--- src/rtl/bus_share_arbiter_pkg.sv ---
// Shared types and sizing helpers for the bus-share arbiter.
package bus_share_pkg;

  typedef enum logic [1:0] {
    ARB_IDLE = 2'd0,
    ARB_REQ  = 2'd1,
    ARB_RESP = 2'd2
  } arb_state_t;

  localparam int unsigned NREQ_DEFAULT = 2;
  localparam int unsigned OWNER_W      = (NREQ_DEFAULT > 1) ? $clog2(NREQ_DEFAULT) : 1;

  // Owner index width; a single requester still needs one bit.
  function automatic int unsigned idx_width(int unsigned n);
    return (n > 1) ? $clog2(n) : 1;
  endfunction

endpackage

--- src/rtl/bus_share_arbiter_if.sv ---
// Requester-side and shared-channel signals of the bus-share arbiter.
interface bus_share_arbiter_if #(
  parameter int unsigned NREQ = 2,
  parameter int unsigned AW   = 32,
  parameter int unsigned DW   = 32
);
  logic [NREQ-1:0]    req_valid;
  logic [NREQ-1:0]    req_ready;
  logic [NREQ*AW-1:0] req_addr;
  logic [NREQ*DW-1:0] req_wdata;
  logic [NREQ-1:0]    req_wen;
  logic               m_valid;
  logic               m_ready;
  logic [AW-1:0]      m_addr;
  logic [DW-1:0]      m_wdata;
  logic               m_wen;
  logic               m_rvalid;
  logic [DW-1:0]      m_rdata;
  logic               m_rready;
  logic [NREQ-1:0]    rsp_valid;
  logic [DW-1:0]      rsp_data;
  logic [NREQ-1:0]    rsp_ready;

  // Arbiter side.
  modport master (
    input  req_valid, req_addr, req_wdata, req_wen, m_ready, m_rvalid, m_rdata, rsp_ready,
    output req_ready, m_valid, m_addr, m_wdata, m_wen, m_rready, rsp_valid, rsp_data
  );

  // Requesters and memory side.
  modport slave (
    output req_valid, req_addr, req_wdata, req_wen, m_ready, m_rvalid, m_rdata, rsp_ready,
    input  req_ready, m_valid, m_addr, m_wdata, m_wen, m_rready, rsp_valid, rsp_data
  );
endinterface

--- src/rtl/bus_share_arbiter_rr_arbiter.sv ---
// Combinational round-robin pick: first set request after last_i, wrapping.
module rr_arbiter
  import bus_share_pkg::*;
#(
  parameter int unsigned NREQ = 2,
  localparam int unsigned IW  = idx_width(NREQ)
) (
  input  logic [NREQ-1:0] req_i,
  input  logic [IW-1:0]   last_i,
  output logic [NREQ-1:0] gnt_o,
  output logic [IW-1:0]   idx_o,
  output logic            valid_o
);

  int unsigned cand;

  always_comb begin
    gnt_o   = '0;
    idx_o   = '0;
    valid_o = 1'b0;
    cand    = 0;
    for (int unsigned k = 1; k <= NREQ; k++) begin
      cand = (32'(last_i) + k) % NREQ;
      if (!valid_o && req_i[cand]) begin
        valid_o     = 1'b1;
        idx_o       = IW'(cand);
        gnt_o[cand] = 1'b1;
      end
    end
  end

endmodule

--- src/rtl/bus_share_arbiter.sv ---
// Shares one valid/ready memory channel among NREQ requesters, one transaction at a time,
// with round-robin grant order.
module bus_share_arbiter
  import bus_share_pkg::*;
#(
  parameter int unsigned NREQ = 2,
  parameter int unsigned AW   = 32,
  parameter int unsigned DW   = 32
) (
  input  logic                 clk,
  input  logic                 rst,
  bus_share_arbiter_if.master  bus_io
);

  localparam int unsigned IW = idx_width(NREQ);

  arb_state_t      state_q, state_d;
  logic [IW-1:0]   last_q, last_d;
  logic [IW-1:0]   owner_q, owner_d;
  logic [AW-1:0]   addr_q, addr_d;
  logic [DW-1:0]   wdata_q, wdata_d;
  logic            wen_q, wen_d;

  logic [NREQ-1:0] gnt;
  logic [IW-1:0]   gnt_idx;
  logic            gnt_valid;

  rr_arbiter #(
    .NREQ (NREQ)
  ) u_rr_arbiter (
    .req_i   (bus_io.req_valid),
    .last_i  (last_q),
    .gnt_o   (gnt),
    .idx_o   (gnt_idx),
    .valid_o (gnt_valid)
  );

  always_ff @(posedge clk) begin
    if (rst) begin
      state_q <= ARB_IDLE;
      last_q  <= IW'(NREQ - 1);
      owner_q <= '0;
      addr_q  <= '0;
      wdata_q <= '0;
      wen_q   <= 1'b0;
    end else begin
      state_q <= state_d;
      last_q  <= last_d;
      owner_q <= owner_d;
      addr_q  <= addr_d;
      wdata_q <= wdata_d;
      wen_q   <= wen_d;
    end
  end

  always_comb begin
    state_d = state_q;
    last_d  = last_q;
    owner_d = owner_q;
    addr_d  = addr_q;
    wdata_d = wdata_q;
    wen_d   = wen_q;
    unique case (state_q)
      ARB_IDLE: begin
        if (gnt_valid) begin
          state_d = ARB_REQ;
          owner_d = gnt_idx;
          addr_d  = bus_io.req_addr[gnt_idx*AW +: AW];
          wdata_d = bus_io.req_wdata[gnt_idx*DW +: DW];
          wen_d   = bus_io.req_wen[gnt_idx];
        end
      end
      ARB_REQ: begin
        if (bus_io.m_ready) state_d = ARB_RESP;
      end
      ARB_RESP: begin
        if (bus_io.m_rvalid && bus_io.rsp_ready[owner_q]) begin
          state_d = ARB_IDLE;
          last_d  = owner_q;
        end
      end
      default: state_d = ARB_IDLE;
    endcase
  end

  always_comb begin
    bus_io.req_ready = '0;
    bus_io.m_valid   = 1'b0;
    bus_io.m_rready  = 1'b0;
    bus_io.rsp_valid = '0;
    unique case (state_q)
      // No acceptance while reset is held: the grant would be discarded.
      ARB_IDLE: if (!rst) bus_io.req_ready = gnt;
      ARB_REQ:  bus_io.m_valid = 1'b1;
      ARB_RESP: begin
        bus_io.rsp_valid[owner_q] = bus_io.m_rvalid;
        bus_io.m_rready           = bus_io.rsp_ready[owner_q];
      end
      default: ;
    endcase
  end

  assign bus_io.m_addr   = addr_q;
  assign bus_io.m_wdata  = wdata_q;
  assign bus_io.m_wen    = wen_q;
  assign bus_io.rsp_data = bus_io.m_rdata;

endmodule

--- src/flat_wrapper.sv ---
// flat-port wrapper written by rule: the top's interface ports become plain ports
module bus_share_arbiter_flat import bus_share_pkg::*;
#(
  parameter int unsigned NREQ = 2,
  parameter int unsigned AW   = 32,
  parameter int unsigned DW   = 32
)
  (clk, rst, bus_io_req_valid, bus_io_req_addr, bus_io_req_wdata, bus_io_req_wen, bus_io_m_ready, bus_io_m_rvalid, bus_io_m_rdata, bus_io_rsp_ready, bus_io_req_ready, bus_io_m_valid, bus_io_m_addr, bus_io_m_wdata, bus_io_m_wen, bus_io_m_rready, bus_io_rsp_valid, bus_io_rsp_data);
  bus_share_arbiter_if #(.NREQ(NREQ), .AW(AW), .DW(DW)) bus_io_i ();
  input  logic clk;
  input  logic rst;
  input wire logic [$bits(bus_io_i.req_valid)-1:0] bus_io_req_valid;
  input wire logic [$bits(bus_io_i.req_addr)-1:0] bus_io_req_addr;
  input wire logic [$bits(bus_io_i.req_wdata)-1:0] bus_io_req_wdata;
  input wire logic [$bits(bus_io_i.req_wen)-1:0] bus_io_req_wen;
  input wire logic [$bits(bus_io_i.m_ready)-1:0] bus_io_m_ready;
  input wire logic [$bits(bus_io_i.m_rvalid)-1:0] bus_io_m_rvalid;
  input wire logic [$bits(bus_io_i.m_rdata)-1:0] bus_io_m_rdata;
  input wire logic [$bits(bus_io_i.rsp_ready)-1:0] bus_io_rsp_ready;
  output wire logic [$bits(bus_io_i.req_ready)-1:0] bus_io_req_ready;
  output wire logic [$bits(bus_io_i.m_valid)-1:0] bus_io_m_valid;
  output wire logic [$bits(bus_io_i.m_addr)-1:0] bus_io_m_addr;
  output wire logic [$bits(bus_io_i.m_wdata)-1:0] bus_io_m_wdata;
  output wire logic [$bits(bus_io_i.m_wen)-1:0] bus_io_m_wen;
  output wire logic [$bits(bus_io_i.m_rready)-1:0] bus_io_m_rready;
  output wire logic [$bits(bus_io_i.rsp_valid)-1:0] bus_io_rsp_valid;
  output wire logic [$bits(bus_io_i.rsp_data)-1:0] bus_io_rsp_data;
  assign bus_io_i.req_valid = bus_io_req_valid;
  assign bus_io_i.req_addr = bus_io_req_addr;
  assign bus_io_i.req_wdata = bus_io_req_wdata;
  assign bus_io_i.req_wen = bus_io_req_wen;
  assign bus_io_i.m_ready = bus_io_m_ready;
  assign bus_io_i.m_rvalid = bus_io_m_rvalid;
  assign bus_io_i.m_rdata = bus_io_m_rdata;
  assign bus_io_i.rsp_ready = bus_io_rsp_ready;
  assign bus_io_req_ready = bus_io_i.req_ready;
  assign bus_io_m_valid = bus_io_i.m_valid;
  assign bus_io_m_addr = bus_io_i.m_addr;
  assign bus_io_m_wdata = bus_io_i.m_wdata;
  assign bus_io_m_wen = bus_io_i.m_wen;
  assign bus_io_m_rready = bus_io_i.m_rready;
  assign bus_io_rsp_valid = bus_io_i.rsp_valid;
  assign bus_io_rsp_data = bus_io_i.rsp_data;
  bus_share_arbiter #(.NREQ(NREQ), .AW(AW), .DW(DW)) u_core (.clk(clk), .rst(rst), .bus_io(bus_io_i));
endmodule
--- config.mk ---
export PLATFORM = sky130hd
export DESIGN_NAME = bus_share_arbiter_flat
export DESIGN_NICKNAME = d
export VERILOG_FILES = /design/src/rtl/bus_share_arbiter_pkg.sv /design/src/rtl/bus_share_arbiter_if.sv /design/src/rtl/bus_share_arbiter_rr_arbiter.sv /design/src/rtl/bus_share_arbiter.sv /design/src/flat_wrapper.sv
export SDC_FILE = /design/constraint.sdc
export NUM_CORES = 1
export LEC_CHECK = 0
export ABC_AREA = 1
export ABC_CLOCK_PERIOD_IN_PS = 1200
export BUFFER_PORTS_ARGS = -buffer_cell sky130_fd_sc_hd__buf_2
export CAP_MARGIN = 10
export CORE_MARGIN = 1.5
export CORE_UTILIZATION = 38
export DETAILED_ROUTE_END_ITERATION = 10
export GPL_ROUTABILITY_DRIVEN = 0
export PLACE_DENSITY_LB_ADDON = 0.05
export SLEW_MARGIN = 30
export SYNTH_ARGS = -nofsm -noshare
export SYNTH_HDL_FRONTEND = slang
export SYNTH_SLANG_ARGS = --single-unit
--- constraint.sdc ---
create_clock -name clk -period 1.2 [get_ports clk]
set_input_delay 0.12 -clock clk [delete_from_list [all_inputs] [get_ports clk]]
set_output_delay 0.12 -clock clk [all_outputs]
set_load 0.1 [all_outputs]
### Yosys cells after proc, flatten, opt, wreduce, memory -nomap -nowiden

Cells that the tools add are included.

* equality and inequality tests: 5
* muxes and demuxes: 29
* reduce and logical (&&, ||, !) cells: 10
* add/sub/neg operators: 2
* bitwise gates (word level): 2
* magnitude comparators: 7
* shift-type cells: 2

Operators by type and width (number)
* 64-bit by 7-bit variable part select with 32-bit output: 2
* 1-bit two-way mux: 17
* 2-bit two-way mux: 8
* 1-bit by 2-bit less-than comparator with 1-bit output (second input constant): 4
* 2-bit one-hot mux with 3 select lines: 1
* 1-bit logical AND: 5
* 2-bit by 1-bit inequality test with 1-bit output (second input constant): 2
* 2-bit AND reduction: 2
* 1-bit demux with 1-bit select: 3
* 1-bit >= comparator (second input constant): 3
* 3-bit AND reduction: 1
* 1-bit adder (second input constant): 2
* 2-bit bitwise AND: 1
* 2-bit by 1-bit equality test with 1-bit output (second input constant): 1
* 2-bit equality test (second input constant): 1
* 2-bit zero test: 1
* 2-bit inequality test (second input constant): 1
* 2-bit OR: 1
* 1-bit zero test: 1

* flip-flop bits (word level): 69
* bits of input ports: 170
* output and inout bits: 103
* logic and storage cells: 63

### Logic depth before layout (Yosys ltp)

* word-level depth: 10
* depth in mapped cells: 10
* mapped depth without buffers: 8

### By module

A second synthesis with hierarchy kept.

* cell total of the unflattened synthesis: 575
* area total of the unflattened synthesis: 4376.7 um2

Modules (own cells, without submodules)
* bus_share_arbiter: area an instance 4346.7 um2, times used 1, sequential area each 1381.3 um2, cells each 568
* rr_arbiter: area an instance 30.0 um2, times used 1, sequential area each 0.0 um2, cells each 7

### Worst setup path before layout

Ideal clock, no wire load.

* kind: input to output
* start: input rst
* end: output bus_io_req_ready[0]
* arrival time: 2592 ps
* data required time: 1080 ps
* path slack: -1512 ps
* path buffers: 1
* cell stages on the path: 4
* path through: inv_2 -> clkbuf_1 -> nand2_1 -> nor3_1

* word-level cells in the longest chain between the ends: 2

Ends and longest elaborated chain
* start: declaration: RTL line flat_wrapper.sv:11 `input logic rst;`
* 2-bit two-way mux: RTL line bus_share_arbiter.sv:93 `ARB_IDLE: if (!rst) bus_io.req_ready = gnt;`
* 2-bit two-way mux: RTL line bus_share_arbiter.sv:91 `unique case (state_q)`
* end: declaration: RTL line flat_wrapper.sv:20 `output wire logic [$bits(bus_io_i.req_ready)-1:0] bus_io_req_ready;`

Every way passes these cells.

### Final worst setup path

* start: register u_core.last_q
* end: output bus_io_req_ready[0]

* word-level cells in the longest chain between the ends: 10
* elaborated cells on any way between the ends: 24
* those cells by class: add/sub (2); order compare (4); mux (13); bitwise (1); reduce/logical (4)

Ends and longest elaborated chain
* start: declaration: RTL line bus_share_arbiter.sv:18 `logic [IW-1:0] last_q, last_d;`
* start signal: assignment: RTL line bus_share_arbiter.sv:41 `last_q <= IW'(NREQ - 1);`
* start signal: assignment: RTL line bus_share_arbiter.sv:48 `last_q <= last_d;`
* 1-bit adder: RTL line bus_share_arbiter_rr_arbiter.sv:23 `cand = (32'(last_i) + k) % NREQ;`
* 1-bit by 2-bit less-than comparator with 1-bit output (implied by the code) or 1-bit >= comparator (tied branches): RTL line bus_share_arbiter_rr_arbiter.sv:27 `gnt_o[cand] = 1'b1;`
* 1-bit logical AND (implied by the code): RTL line bus_share_arbiter_rr_arbiter.sv:27
* 1-bit two-way mux (implied by the code): RTL line bus_share_arbiter_rr_arbiter.sv:27
* 1-bit demux with 1-bit select: RTL line bus_share_arbiter_rr_arbiter.sv:27
* 2-bit two-way mux: RTL line bus_share_arbiter_rr_arbiter.sv:24 `if (!valid_o && req_i[cand]) begin`
* 2-bit OR (no source line)
* 2-bit two-way mux *: RTL line bus_share_arbiter_rr_arbiter.sv:24
* 2-bit two-way mux *: RTL line bus_share_arbiter.sv:93
* 2-bit two-way mux *: RTL line bus_share_arbiter.sv:91

Every way passes the cells marked *; elsewhere a longest branch is shown, timed or not. The select of a mux whose other input is x is not followed.

==> summary.md <==
| Metric | Value |
|---|---|
| Max incr delay on CP | 0.40 ns |
| Cells after synthesis | 706 |
| First-pass GRT wire length | 20.20 mm |
| Synth cell count leaders | nand2_1, nor2_1, inv_1 |
| Yosys top cell area share | 34.00% |
| CP endpoint kind | output port |
| Top_reg_cell synth | dfxtp_1 |
| Detail Placement HPWL | 8.352 mm |
| Pwr Density | 1538 nW/um2 |
| P_leak | 0.003711 uW |
| Min setup slack post-route | -0.2174 ns |
| Slew Viols, Final | 0 |
| Clock sink total | 69 |
| EDFF count, synth | 0 |
| Status | complete, but fails checks |
| FP Rows | 37 |
| Die area | 11,320 um2 |
| Final period util | 118.1% |
| FMAX | 705.5 MHz |
| Vias | 4,750 |
| Area leader, netlist | dfxtp_1 |
| Largest cells by area after synthesis | dfxtp_1, nand2_1, nor2_1, nand3_1, buf_4 |
| Port bufs | 208 |
| Endpoints failing setup | 74 |
| Data required time of the critical path | 1.08 ns |
| Syn avg cell area | 5.754 um2 |
| Initial antenna violation count | 0 |
| Unrepaired setup endpoints after global routing | true |
| DR iter-0 viols | 132 |
| CP max FO | 4 |
| Drt total wl | 13.16 mm |
| Wire per inst | 12.53 um |
| Critical-path top delay cell | dfxtp_4 |
| Gr ovfl total | 0 |
| DR pass1 iterations | 4 |
| DR DRC count | 0 |
| CP Class | flip-flop to output port |
| Effective utilization at floorplan | 39.18% |
| Yosys Warn Count | 0 |
| Post-synth cell types | 16 |
| Vias in the first global route | 4,366 |
| Via-to-Cell Ratio | 4.524 |
| Tmin final | 1.417 ns |
| Clock Tree Buf Depth | 2 |
| Worst Hold Class | primary input to flip-flop |
| Largest net degree at the start of global routing | 56 |
| CTS tree | done |
| Pre-CTS setup slack | -0.1305 ns |
| Number of cells after detailed placement | 997 |
| Ys async rst share | 0% |
| Post-synthesis sequential area ratio | 34.00% |
| Most common cell in the netlist | nand2_1 |
| CP bufs+invs | 2 |
| Post-synthesis sequential element count | 69 |
| CP delay by family, top | flip-flops |
| Final hold vios | 0 |
| Worst Skew | 0.006456 ns |
| Proportion of layout cells with a drive suffix above 1 | 50.33% |
| I/O pins | 273 |
| Area growth from synthesis to layout | 69.97% |
| GRT Overall Usage | 22.50% |
| DIE WIDTH | 106.4 um |
| Crit path DAT | 1.30 ns |
| Finished Layout Cells | 1,050 |
| Clk slew on worst S/H paths | 0.07 ns |
| Startpoint class of the critical path | flip-flop |
| Cts bufs inserted | 9 |
| Failing checks | setup timing |
| Slew margin rel. | 80.35% |
| DIE HEIGHT | 106.4 um |
| Syn Nets | 876 |
| H-tree levels | 3 |
| Hold_ws | 0.05764 ns |
| Placeable Area | 10,370 um2 |
| CTS Root Cell | clkbuf_8 |
| Worst vdd ir | 707.4 uV |
| Least-Margin Pin Slew | 0.2948 ns |
| Mapped Area | 4063 um2 |
| Ant diodes | 0 |
| Crit path cell chain | nor2_4, buf_6, nor3_4, buf_12 |
| Max_cap viols | 0 |
| Final Net Count | 1,079 |
| Remaining antenna violation count | 0 |
| Worst-skew pair later-pin latency | 0.35 ns |
| Filler cells | 935 |
==> through the flow <==
stage | util, % | cell area (um2) | power [uW] | TNS [ns]
after global placement | 53.27 | 5524 | 7319 | -4.186
after floorplan | - | 4248 | 6790 | -1.220
after CTS | 62.58 | 6490 | 10260 | -10.56
after global routing | 66.59 | 6905 | 11100 | -15.32
final | 66.59 | 6905 | 10620 | -11.20
after detailed placement | 53.27 | 5524 | 7368 | -6.567
==> placed cells by master (no fill, tap or decap), drive strengths merged <==
master | synthesis | routed
o21ai | 2 | 2
bufinv | 0 | 1
nand3 | 67 | 67
inv | 76 | 76
nand2 | 274 | 275
nand3b | 1 | 1
nor2 | 139 | 139
bufbuf | 0 | 1
dfxtp | 69 | 69
a21oi | 2 | 2
buf | 61 | 260
dlygate4sd3 | 0 | 1
clkbuf | 13 | 16
o211ai | 1 | 1
clkinv | 0 | 2
nor3 | 1 | 1
==> what timing repair did <==
item,4_1_cts,5_1_grt
endpoints found under the setup margin,123,74
gates cloned,11,4
hold endpoints to repair,2,0
pin swaps,20,25
hold buffers,1,0
buffers inserted,18,5
gates resized for setup,103,106
==> metal layers <==
metal  track usage (%)  wire (um)  vias up
li1                  -          -     2468
met4             8.301        159        0
met3             5.212        866       18
met5                 0          0        -
met2             41.84       6929      154
met1             24.63       5205     2110
==> path summary, 6_finish.rpt <==
check | start | endpoint | slack (ns) | cells past startpoint
setup / recovery | u_core.last_q$_SDFFE_PP1P_ | bus_io_req_ready[0] | -0.22 | 4
setup reg to reg | u_core.last_q$_SDFFE_PP1P_ | u_core.bus_io.m_wdata[29]$_SDFFE_PP0P_ | -0.18 | 9
hold reg to reg | u_core.bus_io.m_wdata[5]$_SDFFE_PP0P_ | u_core.bus_io.m_wdata[5]$_SDFFE_PP0P_ | 0.51 | 4
hold / removal | bus_io_m_ready | u_core.state_q[1]$_SDFFE_PP0P_ | 0.06 | 3
==> logic make-up after synthesis <==
kind of cell	count (synthesis)	synth area share [%]
and+or+nand+nor	482	46.72
buffers and inverters	150	18.60
DFF	69	34.00
AOI/OAI and AO/OA	5	0.6776
==> worst reg2reg max path, stage by stage, from the launching register on <==
cell,delay [ns]
dfxtp_4,0.38
buf_6,0.12
nand2_2,0.05
nand2_2,0.06
nand2_4,0.12
nand2_8,0.11
buf_12,0.15
buf_16,0.15
nor2_1,0.09
nor2_1,0.05
==> where the power goes <==
group          internal, uW  switching [uW]
clock network          1190             888
logic                  1920            3740
registers              2660             217
total                  5770            4850
==> state kept, by name, summed over array words and instances, names as in the netlist <==
name	flops
u_core.bus_io.m_wdata	32
u_core.state_q	2
u_core.bus_io.m_wen	1
u_core.last_q	1
u_core.bus_io.m_addr	32
u_core.owner_q	1
==> final cells by class <==
class	instances	area [um2]	share of cell area, %
multi-input combinational	488	2409	34.88
timing repair buffer	265	2338	33.86
sequential	69	1478	21.40
inverter	76	290.3	4.204
clock buffer	13	180.2	2.609
tap	136	170.2	2.464
clock inverter	3	40.04	0.5798
(Power assumes the default switching activity.)
